### config.mk
export PLATFORM = sky130hd
export DESIGN_NAME = bcd_count_multi
export DESIGN_NICKNAME = d
export VERILOG_FILES = /design/src/rtl/bcd_count_multi.sv
export SDC_FILE = /design/constraint.sdc
export NUM_CORES = 1
export LEC_CHECK = 0
export BUFFER_PORTS_ARGS = -buffer_cell sky130_fd_sc_hd__buf_2
export CAP_MARGIN = 20
export CORE_MARGIN = 2
export CORE_UTILIZATION = 55
export CTS_CLUSTER_DIAMETER = 80
export CTS_CLUSTER_SIZE = 16
export DETAILED_ROUTE_END_ITERATION = 6
export GPL_TIMING_DRIVEN = 0
export HOLD_SLACK_MARGIN = 0.02
export PLACE_DENSITY = 0.88
export SLEW_MARGIN = 20
export SYNTH_ARGS = -nofsm -noshare
export SYNTH_HDL_FRONTEND = slang
export SYNTH_SLANG_ARGS = --single-unit
### constraint.sdc
create_clock -name clk -period 2.7 [get_ports clk]
set_input_delay 0.405 -clock clk [delete_from_list [all_inputs] [get_ports clk]]
set_output_delay 0.405 -clock clk [all_outputs]
set_load 0.02 [all_outputs]
### src/rtl/bcd_count_multi.sv
// ============================================================================
// bcd_count_multi
// ----------------------------------------------------------------------------
// Cascaded multi-digit BCD counter with synchronous parallel load, a
// terminal-count indicator and a sticky illegal-load flag.
//
// Parameters
//   DIGITS  number of cascaded BCD digits (1..8), default 4
//   WRAP    1 = roll over at the terminal value, 0 = saturate there
//
// Optional feature
//   BCD_COUNT_UPDOWN_EN  when defined, adds the up_down port and enables
//                        counting in both directions. When undefined the
//                        counter only counts up and all-9s is the only
//                        terminal value.
//
// Ports
//   clk       in   1          rising-edge clock, single clock domain
//   reset     in   1          asynchronous, active-high reset
//   enable    in   1          count enable
//   load      in   1          synchronous parallel load (priority over enable)
//   load_val  in   4*DIGITS   load value, digit i at bits [4i+3:4i]
//   up_down   in   1          1 = up, 0 = down (BCD_COUNT_UPDOWN_EN only)
//   Q         out  4*DIGITS   registered count, digit 0 least significant
//   tc        out  1          terminal count (combinational)
//   err       out  1          sticky illegal-load flag (registered)
//
// There is no handshake and no state machine: every input is sampled on
// each rising edge and the only state is the count register and err.
// ============================================================================
module bcd_count_multi #(
    parameter int DIGITS = 4,
    parameter int WRAP   = 1
) (
    input  logic                  clk,
    input  logic                  reset,
    input  logic                  enable,
    input  logic                  load,
    input  logic [4*DIGITS-1:0]   load_val,
`ifdef BCD_COUNT_UPDOWN_EN
    input  logic                  up_down,
`endif
    output logic [4*DIGITS-1:0]   Q,
    output logic                  tc,
    output logic                  err
);

    localparam int W = 4 * DIGITS;

    // ------------------------------------------------------------------
    // Count direction
    // ------------------------------------------------------------------
    logic dir_up;

`ifdef BCD_COUNT_UPDOWN_EN
    assign dir_up = up_down;
`else
    assign dir_up = 1'b1;
`endif

    // ------------------------------------------------------------------
    // Combinational next-state and status
    // ------------------------------------------------------------------
    logic [W-1:0] count_next;   // Q after one count step (always wraps)
    logic [W-1:0] load_clean;   // load_val with illegal digits forced to 0
    logic         load_bad;     // at least one load_val digit exceeds 9
    logic         all9;         // every digit of Q equals 9
    logic         all0;         // every digit of Q equals 0
    logic         at_term;      // Q sits at the terminal value for dir_up
    logic         carry;        // digit i steps when all lower digits ripple
    logic [3:0]   d;            // current digit of Q under inspection
    logic [3:0]   lv;           // current digit of load_val under inspection

    always_comb begin
        count_next = Q;
        load_clean = '0;
        load_bad   = 1'b0;
        all9       = 1'b1;
        all0       = 1'b1;
        carry      = 1'b1;      // digit 0 always steps
        d          = 4'd0;
        lv         = 4'd0;

        for (int i = 0; i < DIGITS; i++) begin
            d = Q[4*i +: 4];

            // A stepping digit moves one place; at its boundary it rolls
            // (9 -> 0 up, 0 -> 9 down) and lets the carry ripple upward.
            if (carry) begin
                if (dir_up) begin
                    count_next[4*i +: 4] = (d >= 4'd9) ? 4'd0 : d + 4'd1;
                end else begin
                    count_next[4*i +: 4] = (d == 4'd0) ? 4'd9 : d - 4'd1;
                end
            end
            carry = carry & (dir_up ? (d == 4'd9) : (d == 4'd0));

            all9 = all9 & (d == 4'd9);
            all0 = all0 & (d == 4'd0);

            // Load sanitising: any non-decimal nibble becomes 0 so Q can
            // never present a digit above 9.
            lv = load_val[4*i +: 4];
            if (lv > 4'd9) begin
                load_clean[4*i +: 4] = 4'd0;
                load_bad             = 1'b1;
            end else begin
                load_clean[4*i +: 4] = lv;
            end
        end
    end

    assign at_term = dir_up ? all9 : all0;

    // tc looks at the live inputs so it flags the cycle in which the next
    // enabled edge would wrap (or would be blocked by saturation).
    assign tc = enable & ~load & at_term;

    // Saturating build: an enabled step at the terminal value is ignored.
    logic hold_sat;
    assign hold_sat = (WRAP == 0) && at_term;

    // ------------------------------------------------------------------
    // Registers
    // ------------------------------------------------------------------
    always_ff @(posedge clk or posedge reset) begin
        if (reset) begin
            Q   <= '0;
            err <= 1'b0;
        end else if (load) begin
            Q   <= load_clean;
            err <= err | load_bad;   // sticky until reset
        end else if (enable && !hold_sat) begin
            Q   <= count_next;
        end
    end

endmodule

Word-level counts from Yosys, hierarchy flattened
Cells that the tools add are included.
Widths: inputs -> output; s select.
{"block": "totals", "ff_bits": 17, "input_bits": 20, "word_cells": 52}
{"block": "classes", "n_addsub": 4, "n_lt_le_gt_ge": 8, "eq_ne": 4, "mux": 17, "bitwise": 7, "n_reduce_logical": 7}
{"op": "$mux 4", "count": 11}
{"op": "$mux 16", "count": 2}
{"op": "$add 4x1->4 const B", "count": 4}
{"op": "$eq 4x4->1 const B", "count": 4}
{"op": "$ge 4x4->1 const B", "count": 4}
{"op": "$gt 4x4->1 const B", "count": 4}
{"op": "$reduce_bool 2->1", "count": 4}
{"op": "$reduce_and 2->1", "count": 3}
{"op": "$and 1x1->1", "count": 5}
{"op": "$mux 1", "count": 4}
{"op": "$not 1->1", "count": 1}
{"op": "$or 1x1->1", "count": 1}

Depth between registers and ports, before layout
Gate-level depths: netlist of the first run.
{"block": "depth", "word_depth": 6, "ltp_mapped": 7, "ltp_nobuf": 6}

Least setup slack after synthesis of the first run
No wires, ideal clock.
{"block": "synth_timing", "path_type": "register -> output", "start": "register Q[1]", "end": "output tc", "arrival_time_ns": 1.657, "t_required_ns": 2.295, "setup_slack_ns": 0.638, "stages_incl_launch_ff": 6, "path_cell_list": "dfrtp_1 > inv_1 > ha_1 > nand4b_2 > nor4_4 > and4_1"}
{"block": "synth_via", "elab_chain_cells": 5}
{"item": "start, declared", "line": "43", "text": "output logic [4*DIGITS-1:0] Q,"}
{"item": "start signal, assigned", "line": "131", "text": "Q <= load_clean;"}
{"item": "start signal, assigned", "line": "134", "text": "Q <= count_next;"}
{"item": "$eq 4x4->1", "line": "98", "text": "all9 = all9 & (d == 4'd9);"}
{"item": "$and 1x1->1 (3 in a row)", "line": "98"}
{"item": "$and 1x1->1", "line": "117", "text": "assign tc = enable & ~load & at_term;"}
{"item": "end, declared", "line": "44", "text": "output logic tc,"}
No other way between the ends.

Worst setup path after layout of the first run
Same ends and word-level chain as after synthesis.

==> results of run 1 <==
-- flip-flops by register name, summed over array words and instances (netlist names) --
signal	cells
err	1
Q	16
-- per-layer routing --
layer | vias to the layer above | wire length, µm | GRT usage (%)
met2 | 50 | 1700 | 49.2
li1 | 617 | - | -
met4 | 0 | 53 | 10.5
met1 | 605 | 1330 | 32.2
met3 | 6 | 191 | 2.87
met5 | - | 0 | 0
-- layout make-up --
type                       count  area, µm²
multi-input combinational    114        767
fill                         189        686
sequential                    17        425
timing repair buffer          35        175
inverter                      13       48.8
tap                           28       35.0
buffer                         6       27.5
clock buffer                   4       26.3
-- synthesized netlist by cell type (2+ instances only) --
library cell / instances
dfrtp_1: 17
a31oi_1: 2
o32ai_1: 3
nand4b_1: 2
ha_1: 12
a22oi_1: 4
o21ai_0: 15
or3b_2: 2
o311ai_0: 2
nand4_1: 4
a21oi_1: 8
inv_1: 13
mux2i_1: 2
nand2_1: 14
clkbuf_1: 4
nor2_1: 10
nor2b_1: 3
nand3_1: 7
nand3b_1: 2
nand2b_1: 5
-- metrics by stage --
stage,cell area (µm²),instances
2_1_floorplan,1270,150
4_1_cts,1510,217
3_5_place_dp,1480,213
6_report,1510,217
3_3_place_gp,1480,213
5_1_grt,1510,217
-- power by group through the flow --
stage	combinational [mW]	clock, mW	sequential [mW]
2_1_floorplan	0.0989	0	0.333
3_3_place_gp	0.181	0	0.309
3_5_place_dp	0.192	0	0.312
4_1_cts	0.193	0.138	0.306
5_1_grt	0.216	0.150	0.311
6_report	0.193	0.138	0.307
-- placed cells by master (no fill, tap or decap), drive strengths merged, types with 4 or more instances in the layout --
master,Yosys,routed
dfrtp,17,17
nand2b,5,5
buf,2,37
ha,12,12
nor2,11,11
a22oi,4,4
nand3,7,7
o21ai,16,16
nand4,4,4
clkbuf,4,8
nand2,14,14
a21oi,8,8
inv,13,13
-- cells by family after synthesis --
family          after synthesis
simple gates                 58
compound gates               42
buf+inv                      19
flops                        17
fa+ha+maj                    12
mux                           2
-- path summary, 6_finish.rpt --
kind	startpoint	to	slack [ps]	cells past startpoint
max in group asynchronous	reset	Q[3]	2100	2
min reg2reg	err	err	490	1
max reg2reg	Q[1]	Q[12]	760	6
min in group clk	load_val[9]	Q[11]	330	2
min	reset	Q[8]	180	2
max	Q[1]	tc	90	6
-- worst max-delay path, cell delays in order, from the launching register on --
cell and delay (ps):
dfrtp_1 420, inv_1 110, ha_1 210, nand4b_2 180
nor4_4 570, and4_1 260, buf_2 160
==> results_dict.tcl, run 1 <==
set metrics [dict create \
    outcome "finished clean" \
    max_freq_mhz 384 \
    final_util_pct 68.7 \
    skew_ps 4.06 \
    dp_hpwl_mm 2.55 \
    ys_seq_area_share_pct 33.5 \
    synth-adder-area-share_pct 11.8 \
    leakage_nw 0.715 \
    p_switching_mw 0.230 \
    power_density_nw_per_um2 425 \
    clock_sinks 17 \
    clk_pin_slew_ps 100 \
    cts_setup_buffers 0 \
    rows 17 \
    die_h_um 52.0 \
    yosysTopAreaCellShare_pct 33.5 \
    synthMuxAreaShare_pct 1.58 \
    power_frac_comb_pct 30.3 \
    grt_overflow_total 0 \
    period_share_pct 96.5 \
    finalMaxSlewViolations 0 \
    max_slew.worst_pin.slew_ps 656 \
    clk_latency_ps 290 \
    fp.dieArea_um2 2710 \
    worstPathRequired_ps 2300 \
    placeableCoreArea_um2 2190 \
    ys_seq_elements 17 \
    ant_nets 0 \
    final_layout_size_suffix_gt1_share_pct 24.3 \
    cts_tree "yes" \
    fin_crit_ps 2610 \
    power.internal_mw 0.409 \
    syn_area_um2 1270 \
    synth-compound-area-share_pct 20.6 \
    pre_cts_ws_ps 469 \
    async_flop_share_pct 100 \
    pwr-share-clk_pct 21.7 \
    holdWs_ps 180 \
    ys_warn_count 0 \
    drt-initial-drc-count 50 \
    ctsHoldBuffers 0 \
    layout.nets 222 \
    synth_edf_count 0 \
    grt_pass1_wl_mm 5.44 \
    irDropWorstVdd_mv 0.276 \
    via_per_inst 5.89 \
    dr.pass1.iters 4 \
    swShare_pct 36.0 \
    diodes 0 \
    finalHoldViolCount 0 \
    synth.largest_area_cell "dfrtp_1" \
    start_util_pct 57.9 \
    rsz0062_at_grt "no" \
    htreeDepth 1 \
    synth-xor-area-share_pct 0 \
    synth.avg_cell_area_um2 8.46 \
    end_kind "output port" \
    finalSetupViolations 0 \
    ys.flop_type "dfrtp_1" \
    numPortBuffers 35 \
    power.total_mw 0.639 \
    clockBufferDepth 2 \
    routabilityCongestion 0.817 \
    arrival_ps 2200 \
    drv_cap 0 \
    slew_headroom_pct 56.2 \
    vias 1278 \
    area_growth_pct 18.6 \
    hold_class "in -> async" \
    wl_mm 3.28 \
    finalWorstSetupSlack_ps 94.1 \
    synth_cell_types 39 \
    cts_made_buffers 3 \
    synth_top_family_by_area "simple AND/OR/NAND/NOR gates" \
    syn-num-nets 182 \
    grt.total_usage_pct 27.0 \
    drc_errors 0 \
    critPathKind "reg -> out" \
    antenna_found_initial 0 \
    io_pins 38 \
    clockRootBuffer "clkbuf_4" \
    yosys.area_share.simple_pct 26.4 \
    cp_max_fo 8 \
    cts_resized 0 \
    die_width_um 52.0 \
    grt_max_degree 18 \
    first_global_vias 1243 \
    synthTopCellsByArea "dfrtp_1 34%, ha_1 12%, o21ai_0 5.9%" \
    netlist_instances 150 \
    finalSetupTns_ps 0 \
    wl_per_cell_um 15.1 \
    p_seq_share_pct 48.1 \
    start_kind "register" \
]
No activity file was read; power rests on OpenSTA's default activity.
==> run 2: changes to the inputs <==
- CORE_UTILIZATION: 55 -> 38
- PLACE_DENSITY: 0.88 -> 0.66
==> results_dict.tcl, run 2 (synthesis gave the netlist of run 1 again) <==
set metrics [dict create \
    outcome "finished clean" \
    htreeDepth 1 \
    area_growth_pct 20.5 \
    irDropWorstVdd_mv 0.183 \
    routabilityCongestion 0.767 \
    layout_common_cells "36 x buf_2, 17 x dfrtp_1, 15 x o21ai_0" \
    drt-initial-drc-count 29 \
    worstPathRequired_ps 2300 \
    grt_max_degree 18 \
    grt_pass1_wl_mm 5.11 \
    wl_per_cell_um 13.2 \
    max_slew.worst_pin.slew_ps 647 \
    ff2ff_path_depth 6 \
    leakage_nw 0.714 \
    rsz0062_at_grt "no" \
    pwr-share-clk_pct 22.7 \
    rr_endpoint "Q[14]" \
    diodes 0 \
    start_util_pct 40.9 \
    die_width_um 61.8 \
    max_freq_mhz 392 \
    dp_hpwl_mm 2.46 \
    ant_nets 0 \
    cp_max_fo 8 \
    dr.pass1.iters 4 \
    wl_mm 3.08 \
    via_per_inst 5.24 \
    finalHoldViolCount 0 \
    antenna_found_initial 0 \
    grt_overflow_total 0 \
    power.internal_mw 0.407 \
    critPathKind "reg -> out" \
    grt.total_usage_pct 18.1 \
    slew_headroom_pct 56.8 \
    clockRootBuffer "clkbuf_4" \
    drv_cap 0 \
    final_util_pct 49.3 \
    layout.nets 222 \
    regMostFlops "Q" \
    reg2reg_slack_ps 870 \
    startpoint "Q[1]" \
    period_share_pct 94.4 \
    critPathCapture "tc" \
    clockBufferDepth 2 \
    layout_commonest_cell "buf_2" \
    cts_tree "yes" \
    ctsHoldBuffers 0 \
    p_switching_mw 0.234 \
    skew_ps 12.1 \
    start_kind "register" \
    fin_crit_ps 2550 \
    finalSetupViolations 0 \
    cts_made_buffers 3 \
    final_layout_size_suffix_gt1_share_pct 24.9 \
    arrival_ps 2140 \
    finalSetupTns_ps 0 \
    clk_latency_ps 300 \
    power_frac_comb_pct 29.5 \
    power_density_nw_per_um2 419 \
    cts_setup_buffers 0 \
    largestRegisters "Q: 16 flops, err: 1 flops" \
    rows 20 \
    drc_errors 0 \
    fillers 330 \
    vias 1222 \
    die_h_um 61.8 \
    placeableCoreArea_um2 3100 \
    clock_sinks 17 \
    cts_resized 0 \
    swShare_pct 36.5 \
    numPortBuffers 35 \
    first_global_vias 1228 \
    p_seq_share_pct 47.9 \
    end_kind "output port" \
    finalMaxSlewViolations 0 \
    clk_pin_slew_ps 120 \
    r2r_start "Q[1]" \
    hold_class "in -> async" \
    io_pins 38 \
    fp.dieArea_um2 3820 \
    largest_reg_flops 16 \
]
run 2: how the worst min path moves through the flow:
| stage | start | to | cells past startpoint |
|---|---|---|---|
| 2_1_floorplan | reset | Q[0] | 1 |
| 3_3_place_gp | err | err | 1 |
| 3_5_place_dp | err | err | 1 |
| 4_1_cts | reset | Q[0] | 2 |
| 5_1_grt | reset | Q[0] | 2 |
| 6_report | reset | Q[0] | 2 |
run 2: layout make-up:
cell class / count / area [µm²] / share of cell area (%)
flip-flops and latches: 17 / 425 / 27.8
inverters: 13 / 48.8 / 3.19
plain buffers: 6 / 27.5 / 1.80
repair buffers: 35 / 175 / 11.5
clock buffers: 3 / 22.5 / 1.47
clock inverters: 1 / 7.51 / 0.491
multi-input cells: 114 / 767 / 50.2
well taps: 44 / 55.1 / 3.60
run 2: metal layers:
| metal | part of all wire, % | global-route usage [%] | wire, µm |
|---|---|---|---|
| met5 | 0 | 0 | 0 |
| met3 | 3.5 | 1.86 | 109 |
| met1 | 45 | 23.1 | 1400 |
| met2 | 51 | 31.7 | 1570 |
| met4 | 0.23 | 6.38 | 7 |
run 2: worst max-delay path, stage by stage (launching register included):
cell	delay, ps
dfrtp_1	430
inv_1	110
ha_1	200
nand4b_2	160
nor4_4	500
and4_1	280
buf_2	160
run 2: per-stage QoR:
step           hold slack, ps  std cells  cell area, µm²  worst slack (ps)  power [mW]
6_report                  167        233            1530               151       0.641
5_1_grt                   226        233            1530              7.54       0.686
4_1_cts                   196        233            1530               158       0.647
3_5_place_dp              468        229            1500               519       0.502
3_3_place_gp              456        229            1500               539       0.493
2_1_floorplan             331        150            1270               638       0.432
run 2: power by group through the flow:
stage / sequential, mW / combinational [mW] / clock [mW]
4_1_cts: 0.307 / 0.191 / 0.150
6_report: 0.307 / 0.189 / 0.145
3_3_place_gp: 0.309 / 0.184 / 0
2_1_floorplan: 0.333 / 0.0989 / 0
3_5_place_dp: 0.312 / 0.190 / 0
5_1_grt: 0.311 / 0.213 / 0.162
